$ cat src/rtl/spi_pkg.sv
// Shared types and default widths for the SPI clock sequencer.
package spi_pkg;
    localparam int DIV_W_DEF = 8;
    localparam int CNT_W_DEF = 5;

    typedef enum logic [1:0] {
        ST_IDLE  = 2'd0,
        ST_SETUP = 2'd1,
        ST_RUN   = 2'd2,
        ST_HOLD  = 2'd3
    } state_t;
endpackage

$ cat src/rtl/half_period_timer.sv
// Down-counter that fires once every load_val+1 enabled cycles after a load.
module half_period_timer #(
    parameter int W = 8
) (
    input  logic         clk_in,
    input  logic         reset,
    input  logic         load,
    input  logic [W-1:0] load_val,
    input  logic         enable,
    output logic         expire
);
    logic [W-1:0] cnt_reg;

    always_ff @(posedge clk_in or posedge reset) begin
        if (reset) begin
            cnt_reg <= '0;
        end else if (load) begin
            cnt_reg <= load_val;
        end else if (enable && (cnt_reg != '0)) begin
            cnt_reg <= cnt_reg - 1'b1;
        end
    end

    assign expire = enable && (cnt_reg == '0);
endmodule

$ cat src/rtl/spi_clk_sequencer.sv
// SPI master clock/chip-select sequencer: SETUP, 2N sclk toggles, HOLD, then done.
module spi_clk_sequencer
    import spi_pkg::*;
#(
    parameter int F_IN  = 100_000_000,
    parameter int DIV_W = DIV_W_DEF,
    parameter int CNT_W = CNT_W_DEF
) (
    input  logic             clk_in,
    input  logic             reset,
    input  logic             start,
    input  logic             abort,
    input  logic [DIV_W-1:0] div_cfg,
    input  logic [CNT_W-1:0] n_bits,
    input  logic             cpol,
    input  logic             cpha,
    output logic             sclk,
    output logic             cs_n,
    output logic             sample_en,
    output logic             shift_en,
    output logic             busy,
    output logic             done
);
    state_t             state_reg, state_next;
    logic               sclk_reg, sclk_next;
    logic               cs_n_reg, cs_n_next;
    logic               busy_reg, busy_next;
    logic               done_reg, done_next;
    logic               sample_reg, sample_next;
    logic               shift_reg, shift_next;
    logic [CNT_W:0]     tog_reg, tog_next;
    logic [DIV_W-1:0]   div_reg, div_next;
    logic [CNT_W-1:0]   nbits_reg, nbits_next;
    logic               cpol_reg, cpol_next;
    logic               cpha_reg, cpha_next;

    logic               tmr_load;
    logic               tmr_expire;
    logic [DIV_W-1:0]   tmr_val;
    logic [CNT_W:0]     last_idx;
    logic               leading;

    // 2N-1 wraps to all-ones when n_bits is 0, which is exactly 2**(CNT_W+1)-1.
    assign last_idx = {nbits_reg, 1'b0} - 1'b1;
    assign leading  = ~tog_reg[0];
    assign tmr_val  = (state_reg == ST_IDLE) ? div_cfg : div_reg;

    half_period_timer #(.W(DIV_W)) u_timer (
        .clk_in   (clk_in),
        .reset    (reset),
        .load     (tmr_load),
        .load_val (tmr_val),
        .enable   (state_reg != ST_IDLE),
        .expire   (tmr_expire)
    );

    always_comb begin
        state_next  = state_reg;
        sclk_next   = sclk_reg;
        cs_n_next   = cs_n_reg;
        busy_next   = busy_reg;
        tog_next    = tog_reg;
        div_next    = div_reg;
        nbits_next  = nbits_reg;
        cpol_next   = cpol_reg;
        cpha_next   = cpha_reg;
        done_next   = 1'b0;
        sample_next = 1'b0;
        shift_next  = 1'b0;
        tmr_load    = 1'b0;

        case (state_reg)
            ST_IDLE: begin
                sclk_next = cpol;
                cs_n_next = 1'b1;
                busy_next = 1'b0;
                tog_next  = '0;
                if (start && !abort) begin
                    state_next = ST_SETUP;
                    cs_n_next  = 1'b0;
                    busy_next  = 1'b1;
                    div_next   = div_cfg;
                    nbits_next = n_bits;
                    cpol_next  = cpol;
                    cpha_next  = cpha;
                    tmr_load   = 1'b1;
                end
            end
            ST_SETUP, ST_RUN: begin
                if (abort) begin
                    state_next = ST_IDLE;
                    sclk_next  = cpol;
                    cs_n_next  = 1'b1;
                    busy_next  = 1'b0;
                    tog_next   = '0;
                end else if (tmr_expire) begin
                    tmr_load    = 1'b1;
                    sclk_next   = ~sclk_reg;
                    sample_next = leading ^ cpha_reg;
                    shift_next  = ~(leading ^ cpha_reg);
                    if (tog_reg == last_idx) begin
                        state_next = ST_HOLD;
                        sclk_next  = cpol_reg;
                        tog_next   = '0;
                    end else begin
                        state_next = ST_RUN;
                        tog_next   = tog_reg + 1'b1;
                    end
                end
            end
            ST_HOLD: begin
                if (abort) begin
                    state_next = ST_IDLE;
                    sclk_next  = cpol;
                    cs_n_next  = 1'b1;
                    busy_next  = 1'b0;
                end else if (tmr_expire) begin
                    state_next = ST_IDLE;
                    cs_n_next  = 1'b1;
                    busy_next  = 1'b0;
                    done_next  = 1'b1;
                end
            end
            default: state_next = ST_IDLE;
        endcase
    end

    always_ff @(posedge clk_in or posedge reset) begin
        if (reset) begin
            state_reg  <= ST_IDLE;
            sclk_reg   <= 1'b0;
            cs_n_reg   <= 1'b1;
            busy_reg   <= 1'b0;
            done_reg   <= 1'b0;
            sample_reg <= 1'b0;
            shift_reg  <= 1'b0;
            tog_reg    <= '0;
            div_reg    <= '0;
            nbits_reg  <= '0;
            cpol_reg   <= 1'b0;
            cpha_reg   <= 1'b0;
        end else begin
            state_reg  <= state_next;
            sclk_reg   <= sclk_next;
            cs_n_reg   <= cs_n_next;
            busy_reg   <= busy_next;
            done_reg   <= done_next;
            sample_reg <= sample_next;
            shift_reg  <= shift_next;
            tog_reg    <= tog_next;
            div_reg    <= div_next;
            nbits_reg  <= nbits_next;
            cpol_reg   <= cpol_next;
            cpha_reg   <= cpha_next;
        end
    end

    assign sclk      = sclk_reg;
    assign cs_n      = cs_n_reg;
    assign busy      = busy_reg;
    assign done      = done_reg;
    assign sample_en = sample_reg;
    assign shift_en  = shift_reg;
endmodule

$ cat config.mk
export PLATFORM = sky130hd
export DESIGN_NAME = spi_clk_sequencer
export DESIGN_NICKNAME = d
export VERILOG_FILES = /design/src/rtl/spi_pkg.sv /design/src/rtl/half_period_timer.sv /design/src/rtl/spi_clk_sequencer.sv
export SDC_FILE = /design/constraint.sdc
export NUM_CORES = 1
export LEC_CHECK = 0
export CAP_MARGIN = 10
export CORE_UTILIZATION = 30
export CTS_BUF_LIST = sky130_fd_sc_hd__clkbuf_4 sky130_fd_sc_hd__clkbuf_8
export CTS_CLUSTER_DIAMETER = 50
export DETAILED_ROUTE_END_ITERATION = 6
export DONT_BUFFER_PORTS = 1
export PLACE_DENSITY = 0.54
export SLEW_MARGIN = 10
export SYNTH_ARGS = -nofsm -noshare
export SYNTH_HDL_FRONTEND = slang
export SYNTH_SLANG_ARGS = --single-unit
$ cat constraint.sdc
create_clock -name clk_in -period 3.03 [get_ports clk_in]
set_clock_uncertainty 0.2 [all_clocks]
set_input_delay 0.606 -clock clk_in [delete_from_list [all_inputs] [get_ports clk_in]]
set_output_delay 0.606 -clock clk_in [all_outputs]
set_load 0.005 [all_outputs]
# Yosys cells after proc, flatten, opt, wreduce, memory -nomap -nowiden
# Index checks and enable logic that the tools add are counted.
# word_totals
romBits	0
memories	0
latch_bits	0
ram_bits	0
output_inout_bits	6
input_bits	19
ff_bits	37
# op_classes
n_reduce_logical	16
n_shift	0
n_addsub	3
n_lt_le_gt_ge	0
n_mux	39
n_eq_ne	9
multipliers	0
bitwise_logic	4
n_div	0
# op_table
operator	count
8-bit 2-to-1 mux	3
1-bit 2-to-1 mux	22
6-bit 2-to-1 mux	3
6-bit one-hot mux with 2 select lines	1
2-bit 2-to-1 mux	5
1-bit one-hot mux with 3 select lines	3
8-bit zero test	1
2-bit AND reduction	4
8-bit nonzero test	1
8-bit by 1-bit subtractor with 8-bit output, second input constant	1
6-bit by 1-bit adder with 6-bit output, second input constant	1
6-bit equality test	1
3-bit != test, second input constant	2
2-bit one-hot mux with 3 select lines	1
2-bit nonzero test	3
6-bit by 1-bit subtractor with 6-bit output, second input constant	1
2-bit equality test, second input constant	2
2-bit != test, second input constant	2
1-bit logical AND	3
1-bit NOT	3
3-bit AND reduction	1
2-bit by 1-bit equality test with 1-bit output, second input constant	1
2-bit zero test	1
2-bit by 1-bit != test with 1-bit output, second input constant	1
other kinds (4)	4

# Logic depth before layout (Yosys ltp)
# Gate-level depths: netlist (run 1).
# depth
depth_word	6
mapped_depth	9
depth_no_buf	7

# By module
# Synthesis (run 1) repeated with hierarchy kept, for this count alone.
# hier_totals
hier_cells	202
hier_area_um2	2031.9
# modules_own_cells
mod	cells_per_inst	n_inst	seq_area_each_um2	area_each_um2
spi_clk_sequencer	143	1	726.9	1527.7
half_period_timer	59	1	200.2	504.2

# Worst setup path after synthesis (run 1)
# OpenSTA, ideal clock, no wires.
# synth_timing
kind	reg2reg
from	register u_timer.cnt_reg[0]
to	register u_timer.cnt_reg[7]
setup_ps	121
path_stages_with_launch	10
slack_ps	496
required_time_ps	2709
path_buffers	2
arrival_ps	2213
path_cell_list	dfrtp_1 > inv_1 > ha_1 > or4b_1 > buf_2 > or3_4 > a21oi_4 > buf_6 > o21ai_2 > a22o_1
# synth_via
elab_chain_len	6
# synth_rtl
item	line_no	source
from (decl)	half_period_timer.sv:12	logic [W-1:0] cnt_reg;
from (signal assigned)	half_period_timer.sv:18	cnt_reg <= load_val;
from (signal assigned)	half_period_timer.sv:20	cnt_reg <= cnt_reg - 1'b1;
branches (longest 6 deep; another with 8-bit by 1-bit subtractor with 8-bit output)	--	
# Several ways; the timed one is not identified. The select of a mux whose other input is x is not followed.
# A chain may end at the register's enable or synchronous reset.

# Worst setup path in the final report (run 1)
# layout_timing
from	register u_timer.cnt_reg[0]
to	register u_timer.cnt_reg[3]
# Same word-level chain as after synthesis.

==> metrics.md, run 1 <==
| Metric | Value |
|---|---|
| Most Used Layer, Global Route | `met2` |
| Arr. time, crit path | `2.83 ns` |
| Residual DRC | `0` |
| Crit Path Category | `flip-flop to flip-flop` |
| Syn Inst Count | `204` |
| Clock slew at reported path FFs | `0.07 ns` |
| Buf/Inv on CP | `1` |
| Post-synth cell types | `54` |
| Die area | `7460 µm²` |
| Post-route ant nets | `0` |
| Ratio of final minimum period to clock period | `0.941` |
| N_diodes | `0` |
| Initial DRC Count | `77` |
| Drt first pass iters | `4` |
| Inserted Clock Buffers | `5` |
| Max Cap Viol | `0` |
| Initial antenna violation count | `0` |
| Number of synthesized flops with an enable pin | `0` |
| Switching share of power | `0.363` |
| Fraction of layout cells with a size suffix above 1 | `0.190` |
| Row Count | `30` |
| Post-synthesis instance area | `2140 µm²` |
| Sw Pwr | `0.000769 W` |
| Setup TNS | `0 ns` |
| Worst-path fanout max | `15` |
| Sequential Power Share | `0.389` |
| Post-DR wirelength/cell | `14.4 µm` |
| Routed wire length | `4420 µm` |
| Worst rel slew slack | `0.468` |
| First-pass GRT wire length | `7660 µm` |
| Cts repair resizes | `0` |
| Hold Violations, Final | `0` |
| Largest net degree at the start of global routing | `38` |
| Unrepaired setup endpoints after global routing | `no` |
| Synth Flop Type | `dfrtp_1` |
| Static Leak | `0.982 nW` |
| CTS sink cnt | `37` |
| CP Cell Sequence | `inv_1 -> ha_1 -> or4b_1 -> or3_4 -> a21oi_4 -> o21ai_0 -> a22o_1` |
| Post-CTS Setup Bufs | `0` |
| Root Driver | `clkbuf_8` |
| PD cells | `889 nW/µm²` |
| CTS tree | `done` |
| Nets | `236` |
| Slew Limit Fails | `0` |
| # H-tree levels | `2` |
| Vias in the first global route | `1558` |
| Crit path capture type | `flip-flop` |
| Hpwl dp | `3270 µm` |
| Hold Path Class | `input pin to async pin` |
| Die H | `86.4 µm` |
| Net Count, Synth | `230` |
| Worst setup SP type | `flip-flop` |
| Final min period | `2.85 ns` |
| GR Util met3 | `0.0371` |
| Clk buf depth | `2` |
| CP max stage cell | `or4b_1` |
| M2 GR Usage | `0.218` |
| CP required | `3.00 ns` |
| Post-synthesis sequential area ratio | `0.434` |
| I/O pins | `25` |
| Critical path's top delay family | `simple AND/OR/NAND/NOR gates` |
| Mean area per synthesized cell | `10.5 µm²` |
| Die width | `86.4 µm` |
| Vias per inst | `4.98` |
| Peak supply drop | `386 µV` |
| Worst stage delay on the critical path | `0.59 ns` |
| Vias post-DR | `1530` |
| Gr ovfl total | `0` |
| Final setup vio count | `0` |
| Ys async rst share | `1.00` |
| Worst hold slack | `0.119 ns` |
| Yosys warnings | `0` |
| Hold_buf cts | `0` |
| # fillers | `724` |
| Initial Util | `0.313` |
| Status | `completed` |
| Clock power frac | `0.210` |
| Worst-skew pair later-pin latency | `0.28 ns` |
| Area Growth Syn to Fin | `11.5%` |
| GP Congestion | `0.824` |
| Tot GR Track Use | `0.135` |
| Flops & latches, synth | `37` |
| Comb pwr share | `0.400` |
| Met1 Resource Use GR | `0.176` |
| Core area | `6830 µm²` |
| Highest Clock Rate | `351 MHz` |
| Port Buffer Count | `0` |
| Measured slew at the worst slew-check pin | `0.798 ns` |
| Internal power | `0.00135 W` |
==> worst paths after layout <==
kind | cells after the start | slack (ns) | to | from
worst max-delay path | 7 | 0.18 | u_timer.cnt_reg[3] | u_timer.cnt_reg[0]
worst min-delay path | 2 | 0.12 | div_reg[0] | reset
worst max register to register | 7 | 0.18 | u_timer.cnt_reg[3] | u_timer.cnt_reg[0]
worst min register to register | 2 | 0.29 | cs_n | cs_n
max in group asynchronous | 2 | 2.14 | cs_n | reset
min in group clk_in | 1 | 0.27 | nbits_reg[3] | n_bits[3]
==> Yosys cell counts, drive strengths merged, types with 2 or more instances <==
library cell	instances	area (µm²)
a211oi	5	37.5
a21o	2	15.0
a21oi	6	45.1
a22o	3	26.3
and2	2	12.5
buf	3	20.0
clkbuf	3	11.3
dfrtp	36	901
ha	7	87.6
inv	13	48.8
mux2	16	180
mux2i	13	130
nand2	15	56.3
nand2b	4	25.0
nand3	3	15.0
nor2	9	33.8
nor2b	3	18.8
nor3	8	40.0
o211ai	6	45.0
o21ai	9	52.6
or3	5	36.3
or4	2	15.0
or4b	2	20.0
xnor2	4	35.0
xor2	4	35.0
==> cell type report <==
type / count / area (µm²) / share of cell area
Sequential cell: 37 / 927 / 0.389
Inverter: 13 / 48.8 / 0.0205
Multi-Input combinational cell: 148 / 1130 / 0.474
Clock inverter: 1 / 30.0 / 0.0126
Clock buffer: 7 / 90.1 / 0.0378
Tap cell: 96 / 120 / 0.0504
Timing Repair Buffer: 5 / 37.5 / 0.0157
==> power groups by stage <==
stage               logic [W]  registers [W]  clock network, W
finish               0.000849       0.000826          0.000446
global route         0.000963       0.000858          0.000486
CTS                  0.000858       0.000825          0.000472
detailed placement   0.000853       0.000835                 0
global placement     0.000846       0.000831                 0
floorplan            0.000697       0.000788                 0
==> per-layer routing <==
layer	routed length, µm	vias up	part of all wire
li1	-	753	-
met1	2130	752	0.48
met2	2090	23	0.47
met3	162	2	0.037
met4	31	0	0.0070
met5	0	-	0
==> logic make-up after synthesis <==
group,count (synthesis),share of synthesized area
xor+xnor,8,0.0328
fa+ha+maj,7,0.0410
mux,29,0.145
simple gates,59,0.148
buf+inv,19,0.0375
compound gates,45,0.162
flops,37,0.434
==> through the flow <==
stage | util | setup slack, ns | power, W | instances | instance area (µm²)
after detailed placement | 0.331 | 0.184 | 0.00169 | 299 | 2260
final | 0.349 | 0.179 | 0.00212 | 307 | 2380
after CTS | 0.349 | 0.183 | 0.00216 | 307 | 2380
after floorplan | - | 0.496 | 0.00149 | 204 | 2140
after global routing | 0.349 | 0.0508 | 0.00231 | 307 | 2380
after global placement | 0.331 | 0.252 | 0.00168 | 299 | 2260
==> cell usage in the layout, fill, tap and decap left out, types with 5 or more instances in the layout <==
cell	netlist	final
mux2i_1	13	13
inv_1	13	13
mux2_2	16	16
o21ai_0	6	6
nand2_1	15	15
ha_1	7	7
nor2_1	9	9
nor3_1	8	8
buf_4	0	5
dfrtp_1	36	36
a211oi_1	5	5
o211ai_1	6	6
clkbuf_8	0	6
(Power assumes the default switching activity.)
==> run 2: changes to the inputs <==
--- a/config.mk
+++ b/config.mk
@@ -8,7 +8,6 @@
 export CAP_MARGIN = 10
 export CORE_UTILIZATION = 30
 export CTS_BUF_LIST = sky130_fd_sc_hd__clkbuf_4 sky130_fd_sc_hd__clkbuf_8
-export CTS_CLUSTER_DIAMETER = 50
 export DETAILED_ROUTE_END_ITERATION = 6
 export DONT_BUFFER_PORTS = 1
 export PLACE_DENSITY = 0.54
==> results of run 2 <==
The final DEF is identical to that of run 1; final timing and power are the same.
